## config.mk

```make
export PLATFORM = sky130hd
export DESIGN_NAME = seg_scan_ctrl
export DESIGN_NICKNAME = d
export VERILOG_FILES = /design/src/rtl/seg_scan_ctrl.sv
export SDC_FILE = /design/constraint.sdc
export NUM_CORES = 1
export LEC_CHECK = 0
export ABC_CLOCK_PERIOD_IN_PS = 2600
export BUFFER_PORTS_ARGS = -buffer_cell sky130_fd_sc_hd__buf_2
export CAP_MARGIN = 20
export CORE_ASPECT_RATIO = 1.2
export CORE_MARGIN = 10
export CORE_UTILIZATION = 40
export CTS_BUF_LIST = sky130_fd_sc_hd__clkbuf_8
export DETAILED_ROUTE_END_ITERATION = 10
export PLACE_DENSITY = 0.63
export SLEW_MARGIN = 20
export SYNTH_ARGS = -nofsm -noshare
export SYNTH_HDL_FRONTEND = slang
export SYNTH_SLANG_ARGS = --single-unit
```

## constraint.sdc

```tcl
create_clock -name clk_i -period 2.6 [get_ports clk_i]
set_clock_uncertainty 0.15 [all_clocks]
set_input_delay 0.78 -clock clk_i [delete_from_list [all_inputs] [get_ports clk_i]]
set_output_delay 0.78 -clock clk_i [all_outputs]
set_load 0.005 [all_outputs]
```

## src/rtl/seg_scan_ctrl.sv

```systemverilog
// seg_scan_ctrl
//   Time-division scan controller for a 4-digit 7-segment mm:ss display.
//   Keeps a tear-free display snapshot that is updated only at frame
//   boundaries. Each digit gets one slot of SCAN_DIV clocks. The first clock
//   of every slot is dead time with all digits off. Leading-zero suppression
//   on d3/d2 and per-digit blink blank a digit by sending 4'hF to the decoder.
//
// Ports
//   clk_i          system clock
//   rst_i          synchronous, active-high reset
//   en_i           scan enable (0: display dark, counters hold)
//   load_i         1-cycle strobe, capture bcd_in_i as the next display value
//   bcd_in_i[15:0] {d3,d2,d1,d0}, d0 rightmost, nibble > 9 shows blank
//   blink_mask_i   bit i = 1: digit i blinks
//   lz_sup_i       suppress leading zeros on d3/d2
//   seg_code_o     4-bit code to the segment decoder, 4'hF = blank
//   an_o           active-low digit enables, at most one low
//   dp_n_o         active-low colon, lit while digit 2 is enabled
//   frame_done_o   1-cycle pulse after each frame boundary
module seg_scan_ctrl #(
    parameter int SCAN_DIV     = 50000,
    parameter int BLINK_FRAMES = 125
) (
    input  logic        clk_i,
    input  logic        rst_i,
    input  logic        en_i,
    input  logic        load_i,
    input  logic [15:0] bcd_in_i,
    input  logic [3:0]  blink_mask_i,
    input  logic        lz_sup_i,
    output logic [3:0]  seg_code_o,
    output logic [3:0]  an_o,
    output logic        dp_n_o,
    output logic        frame_done_o
);

    localparam int DIV_W = (SCAN_DIV > 1) ? $clog2(SCAN_DIV) : 1;
    localparam int BLK_W = (BLINK_FRAMES > 1) ? $clog2(BLINK_FRAMES) : 1;
    localparam logic [DIV_W-1:0] DIV_LAST = DIV_W'(SCAN_DIV - 1);
    localparam logic [BLK_W-1:0] BLK_LAST = BLK_W'(BLINK_FRAMES - 1);

    logic [DIV_W-1:0] div_q, div_d;
    logic [1:0]       idx_q, idx_d;
    logic [BLK_W-1:0] blk_cnt_q, blk_cnt_d;
    logic             hidden_q, hidden_d;   // 1 = blink phase hidden
    logic [15:0]      disp_q, disp_d;
    logic [15:0]      pending_q, pending_d;
    logic             pend_q, pend_d;
    logic [3:0]       seg_q, seg_d;
    logic [3:0]       an_q, an_d;
    logic             dp_n_q, dp_n_d;
    logic             fd_q, fd_d;

    logic             boundary;
    logic [3:0]       nib;
    logic             blank;

    always_comb begin
        div_d     = div_q;
        idx_d     = idx_q;
        blk_cnt_d = blk_cnt_q;
        hidden_d  = hidden_q;
        disp_d    = disp_q;
        pending_d = pending_q;
        pend_d    = pend_q;
        boundary  = 1'b0;
        nib       = 4'hF;
        blank     = 1'b0;
        seg_d     = 4'hF;
        an_d      = 4'b1111;
        dp_n_d    = 1'b1;
        fd_d      = 1'b0;

        // Slot / digit counters
        if (en_i) begin
            if (div_q == DIV_LAST) begin
                div_d    = '0;
                idx_d    = idx_q + 2'd1;
                boundary = (idx_q == 2'd3);
            end else begin
                div_d = div_q + 1'b1;
            end
        end

        // Blink phase advances once per frame
        if (boundary) begin
            if (blk_cnt_q == BLK_LAST) begin
                blk_cnt_d = '0;
                hidden_d  = ~hidden_q;
            end else begin
                blk_cnt_d = blk_cnt_q + 1'b1;
            end
        end

        // Shadow update: a load on the boundary edge bypasses the pending
        // register so the value is visible in the very next slot.
        if (boundary && load_i) begin
            disp_d    = bcd_in_i;
            pending_d = bcd_in_i;
            pend_d    = 1'b0;
        end else if (boundary && pend_q) begin
            disp_d = pending_q;
            pend_d = 1'b0;
        end else if (load_i) begin
            pending_d = bcd_in_i;
            pend_d    = 1'b1;
        end

        // Outputs are computed from the post-edge state so they line up
        // with the div/idx the registers are about to hold.
        case (idx_d)
            2'd0:    nib = disp_d[3:0];
            2'd1:    nib = disp_d[7:4];
            2'd2:    nib = disp_d[11:8];
            default: nib = disp_d[15:12];
        endcase

        blank = (hidden_d && blink_mask_i[idx_d])
              || (lz_sup_i && idx_d == 2'd3 && disp_d[15:12] == 4'h0)
              || (lz_sup_i && idx_d == 2'd2 && disp_d[15:12] == 4'h0
                           && disp_d[11:8] == 4'h0);

        if (en_i) begin
            seg_d  = blank ? 4'hF : nib;
            an_d   = (div_d == '0) ? 4'b1111 : ~(4'b0001 << idx_d);
            dp_n_d = !((div_d != '0) && (idx_d == 2'd2));
            fd_d   = boundary;
        end
    end

    always_ff @(posedge clk_i) begin
        if (rst_i) begin
            div_q     <= '0;
            idx_q     <= '0;
            blk_cnt_q <= '0;
            hidden_q  <= 1'b0;
            disp_q    <= 16'hFFFF;
            pending_q <= 16'hFFFF;
            pend_q    <= 1'b0;
            seg_q     <= 4'hF;
            an_q      <= 4'b1111;
            dp_n_q    <= 1'b1;
            fd_q      <= 1'b0;
        end else begin
            div_q     <= div_d;
            idx_q     <= idx_d;
            blk_cnt_q <= blk_cnt_d;
            hidden_q  <= hidden_d;
            disp_q    <= disp_d;
            pending_q <= pending_d;
            pend_q    <= pend_d;
            seg_q     <= seg_d;
            an_q      <= an_d;
            dp_n_q    <= dp_n_d;
            fd_q      <= fd_d;
        end
    end

    assign seg_code_o   = seg_q;
    assign an_o         = an_q;
    assign dp_n_o       = dp_n_q;
    assign frame_done_o = fd_q;

endmodule
```

==> impl_metrics.ini <==
[routing]
drtIter0Drc = 149
drc = 0
routedWlPerCell_um = 15.5
drt_first_pass_iters = 4
num_vias = 3130
drtAntennaViolNets = 0
vias_per_cell = 5.21
totalWireLength_mm = 9.29

[yosys]
yosysSeqAreaShare = 0.391
syn_area_mm2 = 0.00353
yosysWarnings = 0
ys.flop_type = dfxtp_1
synth_seq_cells = 69
synthArstFlopShare = 0
synth_cell_type_count = 54
synth_edf_count = 0
avgSynthCellArea_um2 = 8.68
syn_inst = 407
syn-num-nets = 436

[cells_and_area]
fill_cells = 827
layout-drive-gt1-share = 0.304
area_delta_synth_final_pct = 28.8
regArea_mm2 = 0.00139
most-common-layout-cells = dfxtp_1, buf_4, nor2_1
antenna_cells = 0
final_common_cell = dfxtp_1
final_util = 0.528
nets = 508
multi_input_area_mm2 = 0.00213

[sta]
max_freq_mhz = 395
post-route-period-util = 0.974
final.min_clock_period_ns = 2.53
worst_slack_ns = 0.0664
slew_violations = 0
rsz0062_at_grt = yes
setup_violations = 0
worst_pin_slew_ns = 0.453
final_hold_viol_count = 0
slew_headroom = 0.694

[clock_tree]
clock_latency_ns = 0.35
cts_tree = done
root_buffer = clkbuf_8
htreeDepth = 3
numCtsBuffers = 9
cts.sinks = 69
clk_pin_slew_ns = 0.08
ctsHoldBuffers = 0
clockBufferDepth = 2

[floorplanning]
die-height_um = 123
io_pins = 35
rows = 37
core_mm2 = 0.00861
initial_core_util = 0.410
fp.dieW_um = 106
fp.dieArea_mm2 = 0.0130

[power]
power_leakage_nw = 1.77
power.density_mw_per_mm2 = 507
ir_worst_vdd_mv = 0.305

[hold_path]
hold_path_class = flip-flop to flip-flop
hold_start = blk_cnt_q[1]$_SDFFE_PP0N_
holdPathStages = 2
hold-path-endpoint = blk_cnt_q[1]$_SDFFE_PP0N_

[placement]
numPortBuffers = 34
gp_congestion = 0.880
post-place-ws_ns = -0.246
dpl.hpwl_mm = 7.08

[global_routing]
track_usage = 0.145
grt_pass1_wl_mm = 15.5
grt_max_degree = 20
grt_pass1_vias = 3278
grt_overflow = 0
antenna_found_initial = 0

[critical_path]
startpoint_type = flip-flop
critical_path_required_ns = 2.74
critical_path_class = flip-flop to flip-flop
arrival_ns = 2.68
critPathMaxFanout = 7
r2r_cells = 8
r2r_end = an_o[0]$_SDFF_PP1_
crit_path_start = div_q[15]$_SDFF_PP0_
worstReg2RegStart = div_q[15]$_SDFF_PP0_
reg2reg_setup_slack_ns = 0.07
setup.worst_path.end_class = flip-flop

[status]
status = finished clean

[run]
max-cap-violations = 0
[through the flow]
stage	instance area [µm²]	cells	hold slack, ns	setup TNS [ns]	total power, mW
after floorplan	3590	407	0.307	-0.270	1.21
after global placement	4180	583	0.325	-2.81	1.26
after detailed placement	4180	583	0.348	-3.57	1.27
after CTS	4430	599	0.358	0	2.32
final	4550	601	0.352	0	2.30
after global routing	4550	601	0.374	-0.118	2.40
[synthesized netlist by cell type, drive strengths merged (6+ instances only)]
cell,count,share of area
dfxtp,69,0.39
nor2,34,0.036
nand2,27,0.029
clkbuf,25,0.027
nand2b,19,0.034
nor2b,18,0.032
xnor2,17,0.042
a211o,16,0.040
nand3,16,0.023
nor3,16,0.023
a21oi,15,0.021
or2,13,0.023
nand4,12,0.021
xor2,9,0.022
a221oi,7,0.017
buf,7,0.011
and3,6,0.011
o21ai,6,0.0085
[how the worst max path moves through the flow]
stage | to | slack [ns] | cells past startpoint
3_5_place_dp | seg_code_o[3]$_SDFF_PP1_ | -0.25 | 9
3_3_place_gp | seg_code_o[3]$_SDFF_PP1_ | -0.21 | 10
5_1_grt | seg_code_o[3]$_SDFF_PP1_ | -0.03 | 9
2_1_floorplan | seg_code_o[0]$_SDFF_PP1_ | -0.05 | 8
4_1_cts | seg_code_o[3]$_SDFF_PP1_ | 0.006 | 8
6_report | an_o[0]$_SDFF_PP1_ | 0.07 | 8
[state kept, by name (all words and copies together), names as in the netlist]
register      cells
blk_cnt_q         7
dp_n_o            1
div_q            16
disp_q           16
pending_q        16
idx_q             2
frame_done_o      1
hidden_q          1
an_o              4
pend_q            1
seg_code_o        4
[report_power, final]
| part | switching (mW) | internal [mW] |
|---|---|---|
| combinational | 0.0834 | 0.0733 |
| sequential | 0.0138 | 1.08 |
| clock | 0.423 | 0.634 |
[area by class of cell]
type,count,area share
clock inverter,7,0.0250
tap,117,0.0322
timing repair buffer,93,0.139
sequential,69,0.305
clock buffer,9,0.0272
inverter,5,0.00413
multi-input combinational,301,0.468
[worst max-delay path, stage by stage, from the launching register on]
cell	delay [ns]
dfxtp_1	0.42
nor4bb_2	0.40
nand3_1	0.18
buf_4	0.20
or2_2	0.32
a31oi_1	0.25
o2111a_1	0.29
a311oi_4	0.14
nand3_1	0.11
[layer usage]
metal | global-route usage | up-vias | routed length, µm
li1 | - | 1608 | -
met1 | 0.167 | 1476 | 4100
met2 | 0.259 | 35 | 4780
met3 | 0.0260 | 11 | 227
met4 | 0.0636 | 0 | 179
met5 | 0 | - | 0
[logic make-up after synthesis]
| kind of cell | count (synthesis) | synth area share |
|---|---|---|
| AND/OR/NAND/NOR | 184 | 0.295 |
| AO/OA/AOI/OAI | 79 | 0.166 |
| flip-flops | 69 | 0.391 |
| buffers and inverters | 37 | 0.0425 |
| XOR/XNOR | 26 | 0.0644 |
| multiplexers | 8 | 0.0269 |
| adder cells (fa/ha/maj) | 4 | 0.0142 |
[timing repair]
item	in CTS	in global routing
buffers inserted	0	2
gates cloned	0	0
pin swaps	0	6
resized for setup	1	20
endpoints found under the setup margin	4	14
(Power assumes the default switching activity.)
